--- src/rtl/hit_pkg.sv ---
// hit_pkg: definitions shared by the hit resolution datapath.
//   - phase encodings as driven by the player state machines
//   - attack kind encodings
//   - box_t and the signed, edge-inclusive box overlap test
// Box edges are carried as 32-bit signed ints. Callers sign-extend their
// narrower coordinates, so a hitbox that lies partly left of x=0 still
// compares correctly.
package hit_pkg;

    localparam logic [1:0] PHASE_IDLE     = 2'b00;
    localparam logic [1:0] PHASE_STARTUP  = 2'b01;
    localparam logic [1:0] PHASE_ACTIVE   = 2'b10;
    localparam logic [1:0] PHASE_RECOVERY = 2'b11;

    localparam logic KIND_LIGHT = 1'b0;
    localparam logic KIND_HEAVY = 1'b1;

    typedef struct packed {
        int x_lo;
        int x_hi;
        int y_lo;
        int y_hi;
    } box_t;

    // Both ranges are closed intervals, so touching edges count as overlap.
    function automatic logic box_overlap(input box_t a, input box_t b);
        return (a.x_lo <= b.x_hi) && (b.x_lo <= a.x_hi) &&
               (a.y_lo <= b.y_hi) && (b.y_lo <= a.y_hi);
    endfunction

endpackage

--- src/rtl/hit_channel.sv ---
// hit_channel: one attacker -> defender direction of hit resolution.
// The channel builds the attacker's hitbox and tests it against the
// defender's hurtbox. It holds the one-connect-per-swing latch and makes the
// raw hit/block decision. Its outputs are combinational; the top level
// registers them.
//   clk_game, reset       game tick clock, async active-high reset
//   atk_*_i               attacker body box, phase, kind, facing
//   atk_stunned_i         attacker stun counter is nonzero (pre-tick value)
//   def_*_i               defender body box, phase, block intent
//   resolve_o             attack connects this tick
//   blocked_o             the connect is a block (only when resolve_o is set)
module hit_channel
    import hit_pkg::*;
#(
    parameter int COORD_W = 10,
    parameter int HB_H    = 8,
    parameter int HB_W0   = 32,
    parameter int HB_W1   = 48
) (
    input  logic               clk_game,
    input  logic               reset,
    input  logic [COORD_W-1:0] atk_x_i,
    input  logic [COORD_W-1:0] atk_y_i,
    input  logic [COORD_W-1:0] atk_w_i,
    input  logic [COORD_W-1:0] atk_h_i,
    input  logic [1:0]         atk_phase_i,
    input  logic               atk_kind_i,
    input  logic               atk_facing_right_i,
    input  logic               atk_stunned_i,
    input  logic [COORD_W-1:0] def_x_i,
    input  logic [COORD_W-1:0] def_y_i,
    input  logic [COORD_W-1:0] def_w_i,
    input  logic [COORD_W-1:0] def_h_i,
    input  logic [1:0]         def_phase_i,
    input  logic               def_back_i,
    output logic               resolve_o,
    output logic               blocked_o
);

    // Two extra bits: one for sign, one of headroom for x+w+width sums.
    localparam int CW = COORD_W + 2;
    typedef logic signed [CW-1:0] crd_t;

    localparam crd_t ONE      = crd_t'(1);
    localparam crd_t HBH      = crd_t'(HB_H);
    localparam crd_t HBH_HALF = crd_t'(HB_H / 2);
    localparam crd_t HBW0     = crd_t'(HB_W0);
    localparam crd_t HBW1     = crd_t'(HB_W1);

    function automatic crd_t ext(input logic [COORD_W-1:0] v);
        return $signed({2'b00, v});
    endfunction

    crd_t ax, ay, aw, ah, dx, dy, dw, dh;
    crd_t hbw, hx_lo, hx_hi, hy_lo, hy_hi;
    box_t hit_box, hurt_box;
    logic overlap, atk_active;
    logic connected_q, connected_d;

    assign ax = ext(atk_x_i);
    assign ay = ext(atk_y_i);
    assign aw = ext(atk_w_i);
    assign ah = ext(atk_h_i);
    assign dx = ext(def_x_i);
    assign dy = ext(def_y_i);
    assign dw = ext(def_w_i);
    assign dh = ext(def_h_i);

    assign hbw   = (atk_kind_i == KIND_HEAVY) ? HBW1 : HBW0;
    assign hx_lo = atk_facing_right_i ? (ax + aw) : (ax - hbw);
    assign hx_hi = hx_lo + hbw - ONE;
    // The hitbox is centred vertically on the body; h/2 truncates.
    assign hy_lo = ay + (ah >>> 1) - HBH_HALF;
    assign hy_hi = hy_lo + HBH - ONE;

    assign hit_box  = '{int'(hx_lo), int'(hx_hi), int'(hy_lo), int'(hy_hi)};
    assign hurt_box = '{int'(dx), int'(dx + dw - ONE), int'(dy), int'(dy + dh - ONE)};
    assign overlap  = box_overlap(hit_box, hurt_box);

    assign atk_active = (atk_phase_i == PHASE_ACTIVE);
    assign resolve_o  = atk_active && !connected_q && overlap && !atk_stunned_i;
    // A defender can only block from neutral; any committed phase eats the hit.
    assign blocked_o  = resolve_o && def_back_i && (def_phase_i == PHASE_IDLE);

    // The latch clears as soon as the swing leaves the active window.
    assign connected_d = atk_active && (connected_q || resolve_o);

    always_ff @(posedge clk_game or posedge reset) begin
        if (reset) connected_q <= 1'b0;
        else       connected_q <= connected_d;
    end

endmodule

--- src/rtl/hit_resolver.sv ---
// hit_resolver: two-player hit resolution on the game tick.
// Two hit_channel instances (P1->P2, P2->P1) make the raw decisions. This
// level owns the stun counters, trade handling and registered event outputs.
//   clk_game, reset                 game tick clock, async active-high reset
//   pN_{x,y,w,h}_i                  body box of player N
//   pN_phase_i, pN_kind_i           attack phase / kind
//   pN_facing_right_i, pN_back_i    hitbox side / block intent
//   p1_hit_p2_o, p2_hit_p1_o        one-tick hit pulses
//   p1_blocked_by_p2_o, p2_blocked_by_p1_o  one-tick block pulses
//   pN_dmg_o                        damage taken by player N this tick
//   pN_stunned_o                    player N stun counter nonzero
module hit_resolver
    import hit_pkg::*;
#(
    parameter int COORD_W   = 10,
    parameter int HB_H      = 8,
    parameter int HB_W0     = 32,
    parameter int HB_W1     = 48,
    parameter int DMG0      = 5,
    parameter int DMG1      = 12,
    parameter int DMG_W     = 8,
    parameter int HITSTUN   = 12,
    parameter int BLOCKSTUN = 6,
    parameter int STUN_W    = 5
) (
    input  logic               clk_game,
    input  logic               reset,
    input  logic [COORD_W-1:0] p1_x_i,
    input  logic [COORD_W-1:0] p1_y_i,
    input  logic [COORD_W-1:0] p1_w_i,
    input  logic [COORD_W-1:0] p1_h_i,
    input  logic [1:0]         p1_phase_i,
    input  logic               p1_kind_i,
    input  logic               p1_facing_right_i,
    input  logic               p1_back_i,
    input  logic [COORD_W-1:0] p2_x_i,
    input  logic [COORD_W-1:0] p2_y_i,
    input  logic [COORD_W-1:0] p2_w_i,
    input  logic [COORD_W-1:0] p2_h_i,
    input  logic [1:0]         p2_phase_i,
    input  logic               p2_kind_i,
    input  logic               p2_facing_right_i,
    input  logic               p2_back_i,
    output logic               p1_hit_p2_o,
    output logic               p2_hit_p1_o,
    output logic               p1_blocked_by_p2_o,
    output logic               p2_blocked_by_p1_o,
    output logic [DMG_W-1:0]   p1_dmg_o,
    output logic [DMG_W-1:0]   p2_dmg_o,
    output logic               p1_stunned_o,
    output logic               p2_stunned_o
);

    typedef logic [STUN_W-1:0] stun_t;
    typedef logic [DMG_W-1:0]  dmg_t;

    localparam stun_t HIT_LD = stun_t'(HITSTUN);
    localparam stun_t BLK_LD = stun_t'(BLOCKSTUN);
    localparam stun_t ONE    = stun_t'(1);
    localparam dmg_t  D0     = dmg_t'(DMG0);
    localparam dmg_t  D1     = dmg_t'(DMG1);

    logic  r12, b12, r21, b21;
    stun_t p1_cnt_q, p1_cnt_d, p2_cnt_q, p2_cnt_d;
    logic  h12_d, h21_d;
    dmg_t  p1_dmg_d, p2_dmg_d;

    // Both channels see the pre-tick counters, so a trade resolves both
    // sides before either stun load lands.
    hit_channel #(.COORD_W(COORD_W), .HB_H(HB_H), .HB_W0(HB_W0), .HB_W1(HB_W1)) u_ch12 (
        .clk_game(clk_game), .reset(reset),
        .atk_x_i(p1_x_i), .atk_y_i(p1_y_i), .atk_w_i(p1_w_i), .atk_h_i(p1_h_i),
        .atk_phase_i(p1_phase_i), .atk_kind_i(p1_kind_i),
        .atk_facing_right_i(p1_facing_right_i), .atk_stunned_i(p1_cnt_q != '0),
        .def_x_i(p2_x_i), .def_y_i(p2_y_i), .def_w_i(p2_w_i), .def_h_i(p2_h_i),
        .def_phase_i(p2_phase_i), .def_back_i(p2_back_i),
        .resolve_o(r12), .blocked_o(b12)
    );

    hit_channel #(.COORD_W(COORD_W), .HB_H(HB_H), .HB_W0(HB_W0), .HB_W1(HB_W1)) u_ch21 (
        .clk_game(clk_game), .reset(reset),
        .atk_x_i(p2_x_i), .atk_y_i(p2_y_i), .atk_w_i(p2_w_i), .atk_h_i(p2_h_i),
        .atk_phase_i(p2_phase_i), .atk_kind_i(p2_kind_i),
        .atk_facing_right_i(p2_facing_right_i), .atk_stunned_i(p2_cnt_q != '0),
        .def_x_i(p1_x_i), .def_y_i(p1_y_i), .def_w_i(p1_w_i), .def_h_i(p1_h_i),
        .def_phase_i(p1_phase_i), .def_back_i(p1_back_i),
        .resolve_o(r21), .blocked_o(b21)
    );

    always_comb begin
        h12_d    = r12 && !b12;
        h21_d    = r21 && !b21;
        p2_dmg_d = h12_d ? ((p1_kind_i == KIND_HEAVY) ? D1 : D0) : '0;
        p1_dmg_d = h21_d ? ((p2_kind_i == KIND_HEAVY) ? D1 : D0) : '0;

        // A load replaces the count outright and wins over the decrement.
        if (r12)                p2_cnt_d = b12 ? BLK_LD : HIT_LD;
        else if (p2_cnt_q != 0) p2_cnt_d = p2_cnt_q - ONE;
        else                    p2_cnt_d = '0;

        if (r21)                p1_cnt_d = b21 ? BLK_LD : HIT_LD;
        else if (p1_cnt_q != 0) p1_cnt_d = p1_cnt_q - ONE;
        else                    p1_cnt_d = '0;
    end

    always_ff @(posedge clk_game or posedge reset) begin
        if (reset) begin
            p1_cnt_q           <= '0;
            p2_cnt_q           <= '0;
            p1_hit_p2_o        <= 1'b0;
            p2_hit_p1_o        <= 1'b0;
            p1_blocked_by_p2_o <= 1'b0;
            p2_blocked_by_p1_o <= 1'b0;
            p1_dmg_o           <= '0;
            p2_dmg_o           <= '0;
            p1_stunned_o       <= 1'b0;
            p2_stunned_o       <= 1'b0;
        end else begin
            p1_cnt_q           <= p1_cnt_d;
            p2_cnt_q           <= p2_cnt_d;
            p1_hit_p2_o        <= h12_d;
            p2_hit_p1_o        <= h21_d;
            p1_blocked_by_p2_o <= b12;
            p2_blocked_by_p1_o <= b21;
            p1_dmg_o           <= p1_dmg_d;
            p2_dmg_o           <= p2_dmg_d;
            // Registered copy of the next count, so it tracks the counter exactly.
            p1_stunned_o       <= (p1_cnt_d != '0);
            p2_stunned_o       <= (p2_cnt_d != '0);
        end
    end

endmodule

--- config.mk ---
export PLATFORM = sky130hd
export DESIGN_NAME = hit_resolver
export DESIGN_NICKNAME = d
export VERILOG_FILES = /design/src/rtl/hit_pkg.sv /design/src/rtl/hit_channel.sv /design/src/rtl/hit_resolver.sv
export SDC_FILE = /design/constraint.sdc
export NUM_CORES = 1
export LEC_CHECK = 0
export CAP_MARGIN = 20
export CORE_MARGIN = 3
export CORE_UTILIZATION = 30
export CTS_BUF_LIST = sky130_fd_sc_hd__clkbuf_8
export DETAILED_ROUTE_END_ITERATION = 12
export PLACE_DENSITY = 0.49
export SYNTH_ARGS = -nofsm -noshare
export SYNTH_HDL_FRONTEND = slang
export SYNTH_SLANG_ARGS = --single-unit
export TNS_END_PERCENT = 30
--- constraint.sdc ---
create_clock -name clk_game -period 3.3 [get_ports clk_game]
set_input_delay 0.33 -clock clk_game [delete_from_list [all_inputs] [get_ports clk_game]]
set_output_delay 0.33 -clock clk_game [all_outputs]
set_load 0.03 [all_outputs]
Yosys cells after proc, flatten, opt, wreduce, memory -nomap -nowiden

Index checks and enable logic that the tools add are counted.

Add/subtract/negate cells: 26
Mux-type cells: 14
Equality and inequality tests: 2
Magnitude comparators: 8
Reduce and logical (&&, ||, !) cells: 34

Operator list:

| kind                                                | number |
|---|---|
| <= comparator 12 x 32 -> 1 bit                      | 4 |
| subtractor 32 x 2 -> 32 bit (second input constant) | 4 |
| adder 10 x 10 -> 11 bit                             | 6 |
| <= comparator 11 x 12 -> 1 bit                      | 4 |
| subtractor 12 x 2 -> 12 bit (second input constant) | 4 |
| 2-to-1 mux 5 bit                                    | 6 |
| adder 12 x 5 -> 12 bit (second input constant)      | 2 |
| adder 12 x 7 -> 12 bit                              | 2 |
| 2-to-1 mux 12 bit                                   | 2 |
| 2-to-1 mux 4 bit                                    | 6 |
| subtractor 11 x 12 -> 12 bit                        | 2 |
| subtractor 11 x 3 -> 12 bit (second input constant) | 2 |
| adder 10 x 9 -> 11 bit                              | 2 |
| logical AND 1 bit                                   | 20 |
| nonzero test 5 bit                                  | 4 |
| subtractor 5 x 1 -> 5 bit (second input constant)   | 2 |
| zero test 1 bit                                     | 6 |
| == test 2 bit (second input constant)               | 2 |
| zero test 2 bit                                     | 2 |
| logical OR 1 bit                                    | 2 |

Bits of input ports: 92
Logic and storage cells: 96
Flip-flop bits (word level): 26
Output and inout bits: 22

Logic depth before layout (Yosys ltp)

Gate-level depths: netlist of the first run.

Word-level depth: 16
Mapped depth: 27

Modules after synthesis

A second synthesis of the first run with hierarchy kept.

Cells, all modules: 1,284
Area, all modules: 9,678.0 µm²

By module, submodules not included:

| module               | sequential area each (µm²) | area each (µm²) | times used | cells each |
|---|---|---|---|---|
| hit_channel (u_ch12) | 25.0                       | 4,411.7         | 1          | 608 |
| hit_channel (u_ch21) | 25.0                       | 4,374.2         | 1          | 594 |
| hit_resolver         | 500.5                      | 892.1           | 1          | 82 |

Worst setup path after synthesis of the first run

No wires, ideal clock.

Kind: input -> register
Start point: input p2_x_i[0]
End point: register p2_cnt_q[1]
Library setup time: 0.124 ns
Arrival: 4.947 ns
Path buffers: 0
Stages: 19
Path slack: -1.771 ns
Path through: ha_1 -> inv_1 -> fa_1 -> xnor2_1 -> or3b_2 -> nor4_1 -> nand2_1 -> nor4b_1 -> nand2_1 -> ha_1 -> nand4_1 -> or4_1 -> o21ai_0 -> a21oi_1 -> nor2_1 -> o311ai_0 -> nor4b_1 -> nor3_1 -> or2_1

Word-level cells in the longest chain between the ends: 12
Elaborated cells between the ends (all ways): 13

Ends and longest elaborated chain:

| item                               | RTL line            | RTL |
|---|---|---|
| start, declared                    | hit_resolver.sv:36  | `input logic [COORD_W-1:0] p2_x_i,` |
| adder 10 x 10 -> 11 bit            | hit_channel.sv:77   | `assign hurt_box = '{int'(dx), int'(dx + dw - ONE), int'(dy), int'(dy + dh - ONE)};` |
| subtractor 32 x 2 -> 32 bit        | hit_channel.sv:77   |  |
| <= comparator 12 x 32 -> 1 bit     | hit_pkg.sv:27       | `return (a.x_lo <= b.x_hi) && (b.x_lo <= a.x_hi) &&` |
| logical AND 1 bit (*) (2 in a row) | hit_pkg.sv:27       |  |
| logical AND 1 bit (*)              | hit_pkg.sv:28       | `(a.y_lo <= b.y_hi) && (b.y_lo <= a.y_hi);` |
| logical AND 1 bit (*) (2 in a row) | hit_channel.sv:81   | `assign resolve_o = atk_active && !connected_q && overlap && !atk_stunned_i;` |
| logical AND 1 bit (2 in a row)     | hit_channel.sv:83   | `assign blocked_o = resolve_o && def_back_i && (def_phase_i == PHASE_IDLE);` |
| 2-to-1 mux 4 bit                   | hit_resolver.sv:97  | `if (r12) p2_cnt_d = b12 ? BLK_LD : HIT_LD;` |
| 2-to-1 mux 5 bit (*)               | hit_resolver.sv:97  |  |
| named net p2_cnt_d[1]              | hit_resolver.sv:64  | `stun_t p1_cnt_q, p1_cnt_d, p2_cnt_q, p2_cnt_d;` |
| end signal, assigned               | hit_resolver.sv:120 | `p2_cnt_q <= p2_cnt_d;` |
| end, declared                      | hit_resolver.sv:64  |  |

Mark *: on every way through the listed nets, which the timed path passes. The rest lies on a longest branch.

Final worst setup path of the first run

Start point: input p1_y_i[1]
End point: register p2_cnt_q[1]

Word-level cells in the longest chain between the ends: 12
Elaborated cells between the ends (all ways): 14

Ends and longest elaborated chain:

| item                               | RTL line           | RTL |
|---|---|---|
| start, declared                    | hit_resolver.sv:29 | `input logic [COORD_W-1:0] p1_y_i,` |
| adder 10 x 9 -> 11 bit (*)         | hit_channel.sv:73  | `assign hy_lo = ay + (ah >>> 1) - HBH_HALF;` |
| subtractor 11 x 3 -> 12 bit (*)    | hit_channel.sv:73  |  |
| adder 12 x 5 -> 12 bit             | hit_channel.sv:74  | `assign hy_hi = hy_lo + HBH - ONE;` |
| subtractor 12 x 2 -> 12 bit        | hit_channel.sv:74  |  |
| <= comparator 11 x 12 -> 1 bit     | hit_pkg.sv:28      |  |
| logical AND 1 bit (*)              | hit_pkg.sv:28      |  |
| logical AND 1 bit (*) (2 in a row) | hit_channel.sv:81  |  |
| logical AND 1 bit (*) (2 in a row) | hit_channel.sv:83  |  |
| named net b12                      | hit_resolver.sv:63 | `logic r12, b12, r21, b21;` |
| 2-to-1 mux 4 bit (*)               | hit_resolver.sv:97 |  |
| 2-to-1 mux 5 bit (*)               | hit_resolver.sv:97 |  |
| named net p2_cnt_d[1]              | hit_resolver.sv:64 |  |

Marks and branches as above.

==> impl_results.rst, run 1 <==
.. list-table::
   :header-rows: 1

   * - Metric
     - Value
   * - Maxcap violations
     - 0
   * - Adder-cell area share of the yosys netlist
     - 33.25%
   * - Number of synthesized flops with an enable pin
     - 0
   * - Total power density per cell area
     - 330.0 mW/mm2
   * - RSZ-0062 raised after global routing
     - yes
   * - First drt pass iteration count
     - 7
   * - Most frequently used flop master after synthesis
     - dfrtp_1
   * - Worst skew pair latency
     - 0.26 ns
   * - Multiplexer area fraction after synthesis
     - 1.453%
   * - Fin worst setup slack
     - -1.293 ns
   * - Port bufs
     - 103
   * - Total detailed-routing wirelength
     - 29530 um
   * - Maximum cell stage delay along the critical path
     - 0.38 ns
   * - WP data required
     - 3.44 ns
   * - Ys async rst share
     - 100.0%
   * - Dominant cell type by count on the critical path
     - buf_4
   * - Inserted Diodes
     - 0
   * - Pin count of the biggest net entering global routing
     - 23
   * - Antenna violation net count after detailed routing
     - 0
   * - Normalized max-slew margin
     - 41.83%
   * - Worst setup path class
     - in -> reg
   * - Static leakage
     - 0.007575 uW
   * - Post-synthesis share of cell area spent on xor and xnor gates
     - 10.63%
   * - Final count of pins violating max slew
     - 0
   * - Maximum resistive drop on vdd
     - 0.1772 mV
   * - Depth of the CTS H-tree
     - 1
   * - Max Root-Sink Buffers
     - 2
   * - Number of antenna violations at the first check in global routing
     - 0
   * - Clock-pin slew reported for the worst setup and hold paths after clock tree synthesis
     - 0.07 ns
   * - GRT Overall Usage
     - 17.59%
   * - Number of standard cells after synthesis
     - 1210
   * - Vias per cell
     - 4.833
   * - First-pass GRT wire length
     - 49180 um
   * - Final critical path time including I/O delays and setup
     - 4.593 ns
   * - Post-synthesis instance area
     - 0.009213 mm2
   * - Actual transition at the worst max-transition pin
     - 0.8706 ns
   * - Clock root buffer master
     - clkbuf_8
   * - Setup clock skew after layout
     - 0.006118 ns
   * - Mean instance size in the synthesized netlist
     - 7.614 um2
   * - Via count of the first global-routing pass
     - 10440
   * - Synthesized-area fraction occupied by and/or/nand/nor cells
     - 20.24%
   * - Placer congestion estimate
     - 0.8775
   * - Cell area after layout
     - 0.01570 mm2
   * - Synthesis-stage register bit count
     - 22
   * - Area of the die
     - 0.03285 mm2
   * - Count of routing violations after the opening detailed-route iteration
     - 366
   * - Type of the tightest min-delay check
     - reg -> reg
   * - Final worst hold slack
     - 0.5245 ns
   * - Final global-route overflow total
     - 0
   * - Final setup fails
     - 22
   * - CP endpoint kind
     - flip-flop
   * - Placed cell areas
     - 0.01397 mm2
   * - Die Span X
     - 181.2 um
   * - Total Nets Final
     - 2065
   * - Post-placement setup slack
     - -2.482 ns
   * - Unique masters post-synth
     - 75
   * - Endpoint arrival time on the critical path
     - 4.74 ns
   * - Combinational family with the most area after synthesis
     - adder cells
   * - Placeable core region
     - 0.02995 mm2
   * - Family with the most delay on the worst path
     - simple AND/OR/NAND/NOR gates
   * - Count of boundary I/O pins
     - 114
   * - Run status
     - complete, but fails checks
   * - Post-synthesis to final-layout area growth
     - 70.43%
   * - Total number of clock tree sinks
     - 22
   * - Total buffers and inverters traversed by the critical path
     - 7
   * - Startpoint type of the worst setup path
     - input pin
   * - Overall via count from detail_route
     - 10250
   * - Cts bufs inserted
     - 3
   * - Yosys warns
     - 0
   * - Crit path max-delay cell type
     - o311a_1
   * - Vertical die dimension
     - 181.2 um
   * - Number of buffers inserted by hold repair at cts
     - 0
   * - Initial Utilization
     - 30.76%
   * - Final hold violations
     - 0
   * - Drt wl/cell
     - 13.92 um
   * - Portion of the post-synthesis area used by sequential elements
     - 5.976%
   * - FP Rows
     - 63
   * - TritonCTS clock tree
     - built
   * - Final period util
     - 139.2%
   * - Violated checks
     - setup timing
   * - Complex-gate fraction of the synthesized area
     - 20.55%
   * - Number of DRC violations after detailed routing
     - 0
   * - HPWL after detailed placement
     - 25250 um
   * - Overall power consumption
     - 5181 uW
   * - Ordered cell list for the critical path
     - dlygate4sd2_1 > buf_4 > ha_1 > ha_2 > inv_1 > fa_2 > nor2b_4 > o2111ai_4 > and4b_2 > nor2_4 > a21boi_4 > buf_4 > buf_4 > ha_1 > nand4_1 > nor3_2 > buf_4 > o21ai_1 > o311a_1 > o311ai_4 > nor4b_2 > buf_4 > and2_4 > or2_1
   * - Fraction of final layout cells sized beyond drive strength 1
     - 41.65%
   * - Crit path max fanout
     - 7
   * - Upper clock frequency limit
     - 217.7 MHz
[cell usage in the layout (no fill, tap or decap), types with 23 or more instances in the layout]
cell type / netlist / routed
buf_4: 12 / 405
ha_1: 232 / 177
inv_1: 161 / 150
nand2_1: 88 / 68
nor2_1: 79 / 67
clkdlybuf4s50_1: 0 / 59
xnor2_1: 59 / 52
ha_4: 0 / 51
a21oi_1: 76 / 43
xor2_1: 51 / 43
a21o_1: 37 / 37
a21oi_2: 1 / 31
nand4_1: 29 / 29
o21ai_0: 52 / 28
nand3_1: 32 / 23
dlygate4sd2_1: 0 / 23
[per-layer routing]
metal  up-vias  GRT usage, %  wire length, um
met5         -             0                0
met3        19        0.9261              775
li1       5346             -                -
met2       123         31.66            14430
met4         0         1.493              232
met1      4762         24.11            14090
[worst paths after layout]
kind,start,endpoint,slack [ns],cells past startpoint
max,p1_y_i[1],p2_cnt_q[1]$_DFF_PP0_,-1.29,24
min,p2_cnt_q[4]$_DFF_PP0_,p2_cnt_q[4]$_DFF_PP0_,0.52,2
max reg2reg,p2_cnt_q[0]$_DFF_PP0_,p1_cnt_q[1]$_DFF_PP0_,0.74,9
min reg2reg,p2_cnt_q[4]$_DFF_PP0_,p2_cnt_q[4]$_DFF_PP0_,0.52,2
max in group asynchronous,reset,p2_cnt_q[0]$_DFF_PP0_,2.24,2
min in group asynchronous,reset,u_ch21.connected_q$_DFF_PP0_,0.54,2
[what timing repair did]
item                                    CTS  global route
buffers inserted                         37             5
gates cloned                              0             0
endpoints found under the setup margin   22            22
resized for setup                       307            62
pin swaps                               155            44
[power breakdown]
part / internal [uW] / switching [uW] / total (uW)
registers: 333 / 52.7 / 386
clock network: 81.4 / 83.0 / 164
logic: 2390 / 2240 / 4630
[synth_stat cells (all sizes together) (9+ instances only)]
master	count	area, um2
inv	161	604.3
o21a	21	157.7
xnor2	59	516.8
nor4	10	62.56
buf	12	90.09
a21oi	77	389.1
dfrtp	22	550.5
ha	232	2903
nand2b	13	81.33
a211oi	16	150.1
xor2	52	463.0
o21ai	56	284.0
and3	9	56.30
nor3	25	125.1
nor3b	15	112.6
nand4	30	193.9
nor2	79	296.5
nand2	88	330.3
and2	10	62.56
a21o	37	277.8
nor2b	20	125.1
nand3	33	177.7
[layout make-up]
class,count,area (um2)
clock buffer,3,41.29
fill,2872,14250
inverter,161,604.3
multi-input combinational,1016,9731
sequential,22,550.5
tap,390,488.0
timing repair buffer,529,4287
[per-stage QoR]
stage / std cells / utilization, % / TNS [ns]
after floorplan: 1219 / - / -23.93
after global placement: 2077 / 46.65 / -46.97
after detailed placement: 2077 / 46.65 / -48.76
after CTS: 2116 / 51.43 / -27.21
after global routing: 2121 / 52.42 / -31.06
final: 2121 / 52.42 / -26.58
[state kept, by name (all words and copies together) (netlist names)]
name	cells
p2_blocked_by_p1_o	1
p1_dmg_o	3
p2_dmg_o	3
p1_cnt_q	5
p2_stunned_o	1
u_ch21.connected_q	1
p1_blocked_by_p2_o	1
u_ch12.connected_q	1
p1_stunned_o	1
p2_cnt_q	5
[kinds of logic (layout without fill, tap and decap cells)]
kind of cell / after synthesis / in the layout
flip-flops: 22 / 22
multiplexers: 12 / 12
other: 1 / 10
AND/OR/NAND/NOR: 364 / 364
buffers and inverters: 181 / 693
XOR/XNOR: 111 / 111
AO/OA/AOI/OAI: 279 / 279
adder cells (fa/ha/maj): 240 / 240
[worst reg2reg max path: cells and delay by family (launching register included)]
family          cells  cell delay [ns]
fa+ha+maj           1             0.21
compound gates      1             0.42
mux                 1             0.32
buf+inv             1             0.08
flops               1             0.43
simple gates        5             1.01
Note: power is estimated with default switching activity, not from simulation.
==> run 2, diff against run 1 <==
--- a/config.mk
+++ b/config.mk
@@ -6,11 +6,13 @@
 export NUM_CORES = 1
 export LEC_CHECK = 0
 export CAP_MARGIN = 20
+export CELL_PAD_IN_SITES_DETAIL_PLACEMENT = 1
+export CELL_PAD_IN_SITES_GLOBAL_PLACEMENT = 1
 export CORE_MARGIN = 3
-export CORE_UTILIZATION = 30
+export CORE_UTILIZATION = 47
 export CTS_BUF_LIST = sky130_fd_sc_hd__clkbuf_8
 export DETAILED_ROUTE_END_ITERATION = 12
-export PLACE_DENSITY = 0.49
+export PLACE_DENSITY = 0.91
 export SYNTH_ARGS = -nofsm -noshare
 export SYNTH_HDL_FRONTEND = slang
 export SYNTH_SLANG_ARGS = --single-unit
==> impl_results.rst, run 2 <==
.. list-table::
   :header-rows: 1

   * - Metric
     - Value
   * - Number of standard cells after synthesis
     - 1210
   * - Most used standard cells in the synthesized netlist
     - ha_1, inv_1, nand2_1, nor2_1, a21oi_1
   * - Yosys warns
     - 0
   * - Initial Utilization
     - 48.60%
   * - Most frequently used flop master after synthesis
     - dfrtp_1
   * - Failing step
     - detailed placement (3_5_place_dp)
   * - Area contributors post-synth
     - ha_1, inv_1, dfrtp_1
   * - Count of boundary I/O pins
     - 114
   * - Run status
     - stopped before the end
   * - Post-synthesis instance area
     - 0.009213 mm2
   * - Number of synthesized flops with an enable pin
     - 0
   * - Library cell occupying the most area in the post-synthesis netlist
     - ha_1
   * - Mean instance size in the synthesized netlist
     - 7.614 um2
   * - Ys async rst share
     - 100.0%
   * - Die Span X
     - 146.0 um
   * - Placer congestion estimate
     - 0.9035
   * - FP Rows
     - 50
   * - Synthesis-stage register bit count
     - 22
   * - Port bufs
     - 103
   * - Fraction of post-synthesis cell area in the top cell type by area
     - 31.51%
   * - Portion of the post-synthesis area used by sequential elements
     - 5.976%
   * - Stop Error
     - [ERROR DPL-0033] detailed placement checks failed during check placement.
   * - Vertical die dimension
     - 146.0 um
   * - Unique masters post-synth
     - 75
   * - Most instantiated library cell after synthesis
     - ha_1
   * - HPWL after detailed placement
     - 49910 um
[run 2: cell counts after synthesis]
No cell type changed its count.
[run 2: cells by family after synthesis]
logic type,count (synthesis),synth area share [%]
other,1,0.04071
buffers and inverters,181,7.864
XOR/XNOR,111,10.63
flip-flops,22,5.976
AND/OR/NAND/NOR,364,20.24
AO/OA/AOI/OAI,279,20.55
multiplexers,12,1.453
adder cells (fa/ha/maj),240,33.25
[run 2: stage by stage]
stage,worst slack (ns),instances
floorplan,-1.292,1219
global placement,-2.210,1936
==> run 3, diff against run 2 <==
--- a/config.mk
+++ b/config.mk
@@ -6,13 +6,10 @@
 export NUM_CORES = 1
 export LEC_CHECK = 0
 export CAP_MARGIN = 20
-export CELL_PAD_IN_SITES_DETAIL_PLACEMENT = 1
-export CELL_PAD_IN_SITES_GLOBAL_PLACEMENT = 1
 export CORE_MARGIN = 3
-export CORE_UTILIZATION = 47
-export CTS_BUF_LIST = sky130_fd_sc_hd__clkbuf_8
+export CORE_UTILIZATION = 40
 export DETAILED_ROUTE_END_ITERATION = 12
-export PLACE_DENSITY = 0.91
+export PLACE_DENSITY_LB_ADDON = 0.15
 export SYNTH_ARGS = -nofsm -noshare
 export SYNTH_HDL_FRONTEND = slang
 export SYNTH_SLANG_ARGS = --single-unit
==> impl_results.rst, run 3 (same netlist as run 1, synthesis figures left out) <==
.. list-table::
   :header-rows: 1

   * - Metric
     - Value
   * - HPWL after detailed placement
     - 24530 um
   * - Final count of pins violating max slew
     - 0
   * - Final hold violations
     - 0
   * - Count of routing violations after the opening detailed-route iteration
     - 405
   * - Via count of the first global-routing pass
     - 11220
   * - Worst setup path class
     - in -> reg
   * - Cts bufs inserted
     - 3
   * - Actual transition at the worst max-transition pin
     - 0.8690 ns
   * - Final setup fails
     - 22
   * - Cell total after placement
     - 1971
   * - GRT Overall Usage
     - 24.32%
   * - TritonCTS clock tree
     - built
   * - Crit path max fanout
     - 4
   * - Inserted Diodes
     - 0
   * - Initial Utilization
     - 41.44%
   * - Fraction of final layout cells sized beyond drive strength 1
     - 43.48%
   * - Final critical path time including I/O delays and setup
     - 4.704 ns
   * - Leading cell types in the layout, fill and taps excluded
     - buf_4, ha_1, inv_1, nand2_1, nor2_1
   * - Maxcap violations
     - 0
   * - Endpoint arrival time on the critical path
     - 4.90 ns
   * - Drt wl/cell
     - 15.34 um
   * - RSZ-0062 raised after global routing
     - yes
   * - Vias per cell
     - 5.240
   * - Total Nets Final
     - 2091
   * - Overall via count from detail_route
     - 10670
   * - Antenna violation net count after detailed routing
     - 0
   * - Fin worst setup slack
     - -1.404 ns
   * - Die Span X
     - 157.8 um
   * - Depth of the CTS H-tree
     - 1
   * - Final global-route overflow total
     - 0
   * - Setup clock skew after layout
     - 0.001824 ns
   * - Run status
     - complete, but fails checks
   * - Clock-pin slew reported for the worst setup and hold paths after clock tree synthesis
     - 0.06 ns
   * - Normalized max-slew margin
     - 41.94%
   * - Total detailed-routing wirelength
     - 31250 um
   * - Count of boundary I/O pins
     - 114
   * - Placeable core region
     - 0.02223 mm2
   * - Upper clock frequency limit
     - 212.6 MHz
   * - Most common cell after layout, fill and taps aside
     - buf_4
   * - Static leakage
     - 0.007743 uW
   * - First drt pass iteration count
     - 5
   * - Pin count of the biggest net entering global routing
     - 23
   * - Port bufs
     - 103
   * - Placed cell areas
     - 0.01388 mm2
   * - Total power density per cell area
     - 344.6 mW/mm2
   * - Final standard cell utilization of the core
     - 71.95%
   * - Area of the die
     - 0.02489 mm2
   * - Total number of clock tree sinks
     - 22
   * - Number of antenna violations at the first check in global routing
     - 0
   * - Violated checks
     - setup timing
   * - FP Rows
     - 54
   * - CP endpoint kind
     - flip-flop
   * - Worst skew pair latency
     - 0.25 ns
   * - WP data required
     - 3.49 ns
   * - Max Root-Sink Buffers
     - 2
   * - Clock root buffer master
     - clkbuf_16
   * - First-pass GRT wire length
     - 50420 um
   * - Crit path max-delay cell type
     - or4_4
   * - Number of DRC violations after detailed routing
     - 0
   * - Vertical die dimension
     - 157.8 um
   * - Final period util
     - 142.5%
   * - Cell area after layout
     - 0.01599 mm2
   * - Cell Count, Final, Fillers Out
     - 2037
   * - Startpoint type of the worst setup path
     - input pin
   * - Leading registers by flop count
     - p1_cnt_q x5, p2_cnt_q x5
   * - Ordered cell list for the critical path
     - clkdlybuf4s15_2 > ha_4 > nor2b_2 > o31a_1 > buf_6 > o41ai_4 > xnor2_2 > buf_4 > nor3b_2 > xnor2_1 > ha_1 > nand3_2 > or4_4 > buf_6 > nor4_4 > o311ai_4 > buf_4 > nor4b_4 > nor2b_4 > and2_4
   * - Type of the tightest min-delay check
     - reg -> reg
   * - Placer congestion estimate
     - 0.9126
   * - Post-synthesis to final-layout area growth
     - 73.60%
   * - Maximum cell stage delay along the critical path
     - 0.57 ns
   * - Maximum resistive drop on vdd
     - 0.2473 mV
   * - Post-placement setup slack
     - -2.234 ns
run 3: power breakdown:
part           switching (uW)  total, uW  leakage [uW]  internal, uW
Sequential               52.3        386      0.000284           334
Clock                    89.6        249     0.0000370           160
Combinational            2350       4880       0.00742          2520
run 3: layer usage:
layer | part of all wire (%) | GRT usage [%]
met1 | 42 | 28.59
met2 | 51 | 46.29
met3 | 3.7 | 1.968
met4 | 3.4 | 7.893
met5 | 0 | 0
run 3: worst max-delay path, delay by kind of cell:
kind	cells	cell delay, ns
buffers and inverters	5	0.86
xor gates and xnor gates	2	0.30
AOI/OAI and AO/OA	3	0.85
adders and majority gates	2	0.55
and+or+nand+nor	8	2.00
run 3: final cells by class:
type                    count  area, um2
well taps                 280      350.3
clock buffers               3      75.07
inverters                 161      604.3
flip-flops and latches     22      550.5
fillers                  1680       6236
repair buffers            555       4476
multi-input cells        1016       9937
run 3: worst paths after layout:
kind                       slack [ns]                   from  cells past startpoint                      endpoint
setup / recovery                -1.40              p2_x_i[2]                     20         p2_dmg_o[3]$_DFF_PP0_
hold / removal                   0.51  p1_cnt_q[0]$_DFF_PP0_                      1         p1_cnt_q[0]$_DFF_PP0_
setup reg to reg                 0.80  p2_cnt_q[0]$_DFF_PP0_                      9         p1_cnt_q[1]$_DFF_PP0_
hold reg to reg                  0.51  p1_cnt_q[0]$_DFF_PP0_                      1         p1_cnt_q[0]$_DFF_PP0_
max in group asynchronous        2.22                  reset                      2         p2_dmg_o[2]$_DFF_PP0_
min in group asynchronous        0.56                  reset                      2  p1_blocked_by_p2_o$_DFF_PP0_
run 3: through the flow:
step / hold WS, ns / setup TNS (ns) / power [uW]
after global routing: 0.5391 / -33.23 / 6023
after floorplan: 0.3192 / -23.93 / 2764
after global placement: 0.4980 / -44.38 / 4382
after detailed placement: 0.5037 / -46.23 / 4484
after CTS: 0.5109 / -25.46 / 5308
final: 0.5101 / -27.65 / 5511
run 3: what timing repair did:
item                                    in CTS  in global routing
endpoints found under the setup margin      22                 22
resized for setup                          363                 60
setup buffers                               54                 10
hold buffers                                 0                  0
pin swaps                                  177                 75
gates cloned                                 0                  0
